## src/rtl/wb_pipe_slice.sv

```systemverilog
// Registered pipelined-Wishbone slice: 2-entry request skid buffer plus response register stage.
// Latency: request accept -> m_stb_o one cycle later at the earliest; m_ack_i -> s_ack_o exactly one cycle.
// Backpressure: s_stall_o (registered) rises when SKID fills or the in-flight count reaches OUTSTANDING_MAX.
module wb_pipe_slice #(
  parameter int OUTSTANDING_MAX = 4
) (
  input  logic        clk_i,
  input  logic        rst_i,
  input  logic [31:0] s_addr_i,
  input  logic [31:0] s_dat_i,
  input  logic [3:0]  s_sel_i,
  input  logic [2:0]  s_cti_i,
  input  logic        s_we_i,
  input  logic        s_cyc_i,
  input  logic        s_stb_i,
  output logic        s_stall_o,
  output logic        s_ack_o,
  output logic [31:0] s_dat_o,
  output logic [31:0] m_addr_o,
  output logic [31:0] m_dat_o,
  output logic [3:0]  m_sel_o,
  output logic [2:0]  m_cti_o,
  output logic        m_we_o,
  output logic        m_cyc_o,
  output logic        m_stb_o,
  input  logic        m_stall_i,
  input  logic        m_ack_i,
  input  logic [31:0] m_dat_i,
  output logic        err_o
);

  typedef struct packed {
    logic [31:0] addr;
    logic [31:0] dat;
    logic [3:0]  sel;
    logic [2:0]  cti;
    logic        we;
  } req_t;

  req_t       in_req;
  req_t       main_q;
  req_t       main_d;
  req_t       skid_q;
  req_t       skid_d;
  logic       main_vld;
  logic       main_vld_d;
  logic       skid_vld;
  logic       skid_vld_d;
  logic       accept;
  logic       consume;
  logic       main_free;
  logic       orphan;
  logic [3:0] out_cnt;
  logic [3:0] out_cnt_d;
  logic [3:0] pend_cnt;
  logic [3:0] pend_cnt_d;

  assign in_req    = '{addr: s_addr_i, dat: s_dat_i, sel: s_sel_i, cti: s_cti_i, we: s_we_i};
  assign accept    = s_cyc_i & s_stb_i & ~s_stall_o;
  assign consume   = main_vld & ~m_stall_i;
  assign main_free = ~main_vld | consume;
  // An ack with nothing issued downstream is a slave protocol violation.
  assign orphan    = m_ack_i & (pend_cnt == 4'd0);

  assign m_addr_o = main_q.addr;
  assign m_dat_o  = main_q.dat;
  assign m_sel_o  = main_q.sel;
  assign m_cti_o  = main_q.cti;
  assign m_we_o   = main_q.we;
  assign m_stb_o  = main_vld;

  // Buffer steering: SKID always drains into a freed MAIN before any new request.
  always_comb begin
    main_d     = main_q;
    main_vld_d = main_vld;
    skid_d     = skid_q;
    skid_vld_d = skid_vld;
    if (main_free) begin
      if (skid_vld) begin
        main_d     = skid_q;
        main_vld_d = 1'b1;
        skid_vld_d = accept;
        if (accept) begin
          skid_d = in_req;
        end
      end else begin
        main_vld_d = accept;
        if (accept) begin
          main_d = in_req;
        end
      end
    end else if (accept) begin
      // Stall was low, so SKID is known to be empty here.
      skid_d     = in_req;
      skid_vld_d = 1'b1;
    end
  end

  // Upstream in-flight and downstream pending counts; both hold on simultaneous inc/dec and floor at zero.
  always_comb begin
    out_cnt_d = out_cnt;
    if (accept && !s_ack_o) begin
      out_cnt_d = out_cnt + 4'd1;
    end else if (!accept && s_ack_o && (out_cnt != 4'd0)) begin
      out_cnt_d = out_cnt - 4'd1;
    end
    pend_cnt_d = pend_cnt;
    if (consume && !m_ack_i) begin
      pend_cnt_d = pend_cnt + 4'd1;
    end else if (!consume && m_ack_i && (pend_cnt != 4'd0)) begin
      pend_cnt_d = pend_cnt - 4'd1;
    end
  end

  // Request buffer state; reset discards anything held.
  always_ff @(posedge clk_i or negedge rst_i) begin
    if (!rst_i) begin
      main_q   <= '0;
      skid_q   <= '0;
      main_vld <= 1'b0;
      skid_vld <= 1'b0;
    end else begin
      main_q   <= main_d;
      skid_q   <= skid_d;
      main_vld <= main_vld_d;
      skid_vld <= skid_vld_d;
    end
  end

  // Counters plus registered stall/cyc derived from end-of-cycle state.
  always_ff @(posedge clk_i or negedge rst_i) begin
    if (!rst_i) begin
      out_cnt   <= 4'd0;
      pend_cnt  <= 4'd0;
      s_stall_o <= 1'b0;
      m_cyc_o   <= 1'b0;
    end else begin
      out_cnt   <= out_cnt_d;
      pend_cnt  <= pend_cnt_d;
      s_stall_o <= skid_vld_d | (out_cnt_d == 4'(OUTSTANDING_MAX));
      m_cyc_o   <= main_vld_d | (pend_cnt_d != 4'd0);
    end
  end

  // Response register stage; read data holds between acks, error flag is sticky.
  always_ff @(posedge clk_i or negedge rst_i) begin
    if (!rst_i) begin
      s_ack_o <= 1'b0;
      s_dat_o <= 32'd0;
      err_o   <= 1'b0;
    end else begin
      s_ack_o <= m_ack_i;
      if (m_ack_i) begin
        s_dat_o <= m_dat_i;
      end
      if (orphan) begin
        err_o <= 1'b1;
      end
    end
  end

endmodule
```

## config.mk

```make
export PLATFORM = sky130hd
export DESIGN_NAME = wb_pipe_slice
export DESIGN_NICKNAME = d
export VERILOG_FILES = /design/src/rtl/wb_pipe_slice.sv
export SDC_FILE = /design/constraint.sdc
export NUM_CORES = 1
export LEC_CHECK = 0
export CAP_MARGIN = 40
export CORE_ASPECT_RATIO = 2
export CORE_UTILIZATION = 54
export CTS_BUF_LIST = sky130_fd_sc_hd__clkbuf_4 sky130_fd_sc_hd__clkbuf_8
export DETAILED_ROUTE_END_ITERATION = 12
export GPL_TIMING_DRIVEN = 0
export PLACE_DENSITY = 0.89
export SKIP_LAST_GASP = 1
export SLEW_MARGIN = 20
export SYNTH_ARGS = -nofsm -noshare
export SYNTH_HDL_FRONTEND = slang
export SYNTH_SLANG_ARGS = --single-unit
export TNS_END_PERCENT = 1
```

## constraint.sdc

```tcl
create_clock -name clk_i -period 3.1 [get_ports clk_i]
set_input_delay 0.93 -clock clk_i [delete_from_list [all_inputs] [get_ports clk_i]]
set_output_delay 0.93 -clock clk_i [all_outputs]
set_load 0.02 [all_outputs]
```

==> After elaboration in Yosys (flattened, before gate mapping) <==
Cells that the tools add are included.
{ "word_totals": {"reg_bits": 190, "in_bits": 110, "out_inout_bits": 109, "elab_cells": 65} }
{ "op_classes": {"n_addsub": 4, "eq_ne": 2, "muxes": 14, "bitwise_logic": 10, "n_reduce_logical": 16} }
{ "op_table": {"columns": ["cell", "n"], "rows": [
  ["two-way mux 72 bit", 5],
  ["two-way mux 4 bit", 4],
  ["nonzero test 4 bit", 3],
  ["adder 4 x 1 -> 4 bit, second input constant", 2],
  ["subtractor 4 x 1 -> 4 bit, second input constant", 2],
  ["logical AND 1 bit", 6],
  ["two-way mux 1 bit", 5],
  ["bitwise AND 1 bit", 4],
  ["== test 4 x 3 -> 1 bit, second input constant", 1],
  ["zero test 1 bit", 4],
  ["zero test 4 bit", 1],
  ["inverter 1 bit", 3],
  ["bitwise OR 1 bit", 3],
  ["!= test 2 bit, second input constant", 1],
  ["AND reduction 2 bit", 1],
  ["nonzero test 2 bit", 1]
]} }

==> Logic depth before layout (Yosys ltp) <==
{ "logic_depth": {"word_depth": 9, "ltp_mapped": 7, "mapped_depth_nobuf": 7} }

==> Worst setup path after synthesis <==
Ideal clock, no wire load.
{ "synth_path": {"path_kind": "input port to flip-flop", "from": "in m_ack_i", "to": "reg m_cyc_o", "setup_ns": 0.139, "arrival_time_ns": 2.137, "required_ns": 2.961, "setup_slack_ns": 0.825, "path_stages": 6, "path_buffers": 1, "cell_sequence": "buf_4 nor4bb_1 a311oi_1 o21bai_1 nor2_1 or4b_1"} }
{ "synth_via": {"elab_chain_cells": 6, "word_cells_on_any_way": 8, "cone_classes": "2 x mux; 1 x bitwise; 5 x reduce/logical"} }
{ "synth_rtl": {"columns": ["item", "line", "rtl"], "rows": [
  ["start, declared", "27", "input logic m_ack_i,"],
  ["logical AND 1 bit (2 in series)", "110", "end else if (!consume && m_ack_i && (pend_cnt != 4'd0)) begin"],
  ["two-way mux 4 bit", "110", null],
  ["two-way mux 4 bit *", "108", "if (consume && !m_ack_i) begin"],
  ["via pend_cnt_d[2]", "56", "logic [3:0] pend_cnt_d;"],
  ["nonzero test 4 bit *", "141", "m_cyc_o <= main_vld_d | (pend_cnt_d != 4'd0);"],
  ["bitwise OR 1 bit *", "141", null],
  ["end signal, assigned", "141", null],
  ["end, declared", "24", "output logic m_cyc_o,"]
]} }
The timed path passes the listed nets; every way through them passes the cells marked *.
A chain may end at the register's enable or synchronous reset.

==> Worst setup path in the final report <==
{ "layout_path": {"from": "in s_stb_i", "to": "reg main_q (netlist bit m_sel_o[1])"} }
{ "layout_via": {"elab_chain_cells": 4} }
{ "layout_rtl": {"columns": ["item", "line", "rtl"], "rows": [
  ["start, declared", "15", "input logic s_stb_i,"],
  ["bitwise AND 1 bit (2 in series)", "59", "assign accept = s_cyc_i & s_stb_i & ~s_stall_o;"],
  ["nonzero test 2 bit (no line)", null, null],
  ["AND reduction 2 bit (no line)", null, null],
  ["end signal, assigned", "123", "main_q <= main_d;"],
  ["end, declared", "41", "req_t main_q;"]
]} }
No other way between the ends.

==> impl_results.md <==
* Status: finished clean
* Worst slew pin tran at 0.782 ns
* DR vias/cell at 5.48
* Critical path's most frequent cell: buf_2
* Crit path cell chain: clkdlybuf4s50_1 > and3b_1 > buf_2 > o21ai_2 > buf_2 > clkbuf_1 > nand2_1 > o21ai_0
* Initial detailed-routing violation count at 251
* Crit-path leading delay family: buffers and inverters
* Critical path type: in -> reg
* GRT Total Usage at 28.1%
* Pin count of the biggest net entering global routing at 105
* Post-layout util at about three quarters
* Hold crit path type: reg -> reg
* EDFF count, synth at 0
* Top Ports at 219
* CP required at 3.46 ns
* First-pass GRT wire length at 32100 µm
* Drt first pass iters at 5
* Comb pwr share at 35.3%
* Dpl cell area at 0.0103 mm²
* Hold Buf Count CTS at 0
* CP Capture Type: flip-flop
* Largest vdd supply drop at between 0.5 and 0.6 mV
* Synthesis-stage register bit count at 190
* Rel. slew slack at 47.9%
* Sw power at 2.97 mW
* Nature of the critical path startpoint: input port
* Share of the synthesized area in the top cell type at between 60% and 70%
* Leak at 4.45 nW
* Area contributors post-synth: dfrtp_1 60%, mux2_2 15%, mux2i_1 9.1%, o21ai_0 4.6%, nand2_1 3.8%
* Clk pin slew, worst setup/hold paths at roughly 0.090 ns
* Worst hold slack at a little under 0.5 ns
* Die width at 87.4 µm
* Die height at 173 µm
* Worst path arrival time at 3.17 ns
* Synth warn at 0
* Post-synth top cells: 190 x dfrtp_1, 104 x mux2_2, 80 x nand2_1, 73 x o21ai_0, 72 x mux2i_1
* Core area at 0.0143 mm²
* RSZ-0062 raised after global routing: no
* GPL Wtd Cong at 0.867
* Layout Nets at about 970
* Slowest stage cell, crit path: o21ai_2
* Net Sw Frac at between 30% and 40%
* Ys flop type: dfrtp_1
* Clock Path Buffers at 2
* IO buf count at 218
* Mean post-synth cell area at 12.8 µm²
* Layout cell share with drive strength beyond 1 at 18.2%
* Pwr dens at 811 mW/mm²
* Final WL at 20000 µm
* H-tree levels at 4
* Clock Latency Late Sink at approximately 0.46 ns
* Crit path largest cell delay at 0.45 ns
* Non-Filler Instances at 1058
* Setup violations, final at 0
* CTS sink cnt at 190
* Critical path fanouts, max at 10
* DRC Markers at 0
* Worst reg-to-reg setup slack at roughly 0.82 ns
* Fin area at 0.0107 mm²
* Gr ovfl total at 0
* # resized after CTS at 0
* Clock Power Share at between 10% and 20%
* Setup Skew at 0.0178 ns
* Fin crit share at 90.8%
* Number of global-route vias before repair at 6365
* Detailed Place HPWL at around 15000 µm
* Die ar. at 0.0151 mm²
* Routed via count at 5800
* Seq/Total Area, Yosys at 60.3%
* Unique masters post-synth at 36
* Syn nets at between 700 and 800
* Post-DR wirelength/cell at between 15 and 20 µm
* Sum Neg Setup Slack at 0 ns
* Syn Std Cell Area at around 0.008 mm²
* Initial antenna violation count at 1
* Pint at roughly 5.7 mW
* Std-Cell Rows at 62
* Cells after DPL at 1026
* Post-Syn Instances at 614
* Max Cap Viol at 0
* Reg power frac at 46.0%
* CTS tree: done
* Fin. Hold Viols at 0
* Initial core utilization at 55.2%
* CTS buffer count at 17
* Fmax at 355 MHz
* Clock root buffer: clkbuf_8
* Area grow syn2layout at 36.2%
* Ys async rst share at 100%
* Pins Over Slew Limit at 0
* Top-count cell post-synth: dfrtp_1
* Worst path buffer plus inverter count at 4
* Routed Antenna Nets at 0
* Total setup buffers inserted after CTS at 0
* Minimum clock period at 2.81 ns
* Area leader, netlist: dfrtp_1
-- registers in the layout, summed over array words and instances (netlist names) --
name / flops
m_cyc_o: 1
s_stall_o: 1
s_dat_o: 32
m_sel_o: 4
m_dat_o: 32
out_cnt: 4
m_stb_o: 1
err_o: 1
s_ack_o: 1
skid_q: 72
pend_cnt: 4
skid_vld: 1
m_we_o: 1
m_cti_o: 3
m_addr_o: 32
-- placed cells by master (no fill, tap or decap), types with 2 or more instances in the layout --
| cell type | count |
|---|---|
| or4b_1 | 2 |
| a31o_2 | 2 |
| nand3_1 | 2 |
| ha_1 | 4 |
| clkinv_2 | 2 |
| nand4_1 | 2 |
| inv_1 | 10 |
| inv_6 | 4 |
| nand2_1 | 80 |
| a31oi_1 | 4 |
| a21oi_1 | 6 |
| clkbuf_8 | 18 |
| mux2i_1 | 72 |
| mux2_2 | 104 |
| o21ai_0 | 73 |
| xnor2_1 | 3 |
| nand3b_1 | 2 |
| buf_4 | 2 |
| nor2_1 | 6 |
| clkdlybuf4s50_1 | 217 |
| clkbuf_1 | 19 |
| clkinvlp_4 | 4 |
| dfrtp_1 | 190 |
| bufinv_16 | 2 |
| buf_2 | 12 |
| buf_1 | 4 |
-- logic make-up (layout without fill, tap and decap cells) --
kind of cell,after synthesis,in the layout,share of synthesized area [%]
DFF,190,190,60.3
xor gates and xnor gates,4,4,0.444
adders and majority gates,4,4,0.635
other,0,1,0
buffers and inverters,46,297,2.43
and+or+nand+nor,100,100,5.49
AOI/OAI and AO/OA,94,94,6.71
muxes,176,176,24.0
-- stage by stage --
stage	worst slack (ns)	total power, mW
after global routing	0.104	9.16
after detailed placement	-0.233	7.13
after floorplan	0.825	5.57
after CTS	0.237	8.75
after global placement	-6.21	6.89
final	0.286	8.71
-- power by group through the flow --
stage	clock [mW]	sequential (mW)	combinational [mW]
finish	1.62	4.01	3.08
floorplan	0	4.43	1.14
global placement	0	3.96	2.93
detailed placement	0	4.05	3.09
CTS	1.65	4.00	3.10
global route	1.75	4.12	3.30
-- worst paths after layout --
check | from | to | depth (start not counted)
setup / recovery | s_stb_i | m_sel_o[1] | 8
hold / removal | m_dat_o[12] | m_dat_o[12] | 2
max in group asynchronous | rst_i | m_addr_o[25] | 2
min in group asynchronous | rst_i | m_dat_o[23] | 1
hold reg to reg | m_dat_o[12] | m_dat_o[12] | 2
setup reg to reg | s_stall_o | m_sel_o[1] | 7
-- layout make-up --
type                            count  area [µm²]
Multi-Input combinational cell    378        2940
Timing Repair Buffer              220        2220
Inverter                           10        37.5
Sequential cell                   190        4750
Fill cell                         959        3530
Antenna cell                        1        2.50
Tap cell                          192         240
Clock inverter                     12         135
Clock buffer                       19         255
Buffer                             36         154
-- layer usage --
metal / wire length, µm / up-vias / track usage [%]
li1: - / 2615 / -
met1: 6800 / 2884 / 28.2
met2: 11200 / 233 / 51.1
met3: 1060 / 68 / 6.11
met4: 1020 / 0 / 16.3
met5: 0 / - / 0
-- worst reg2reg max path, cell delays in order, from the launching register on --
cell and delay [ns]:
dfrtp_1 0.37, and3b_1 0.19, buf_2 0.18, o21ai_2 0.45, buf_2 0.34, clkbuf_1 0.44, nand2_1 0.11, o21ai_0 0.11
Power figures use the tool's default switching activity.
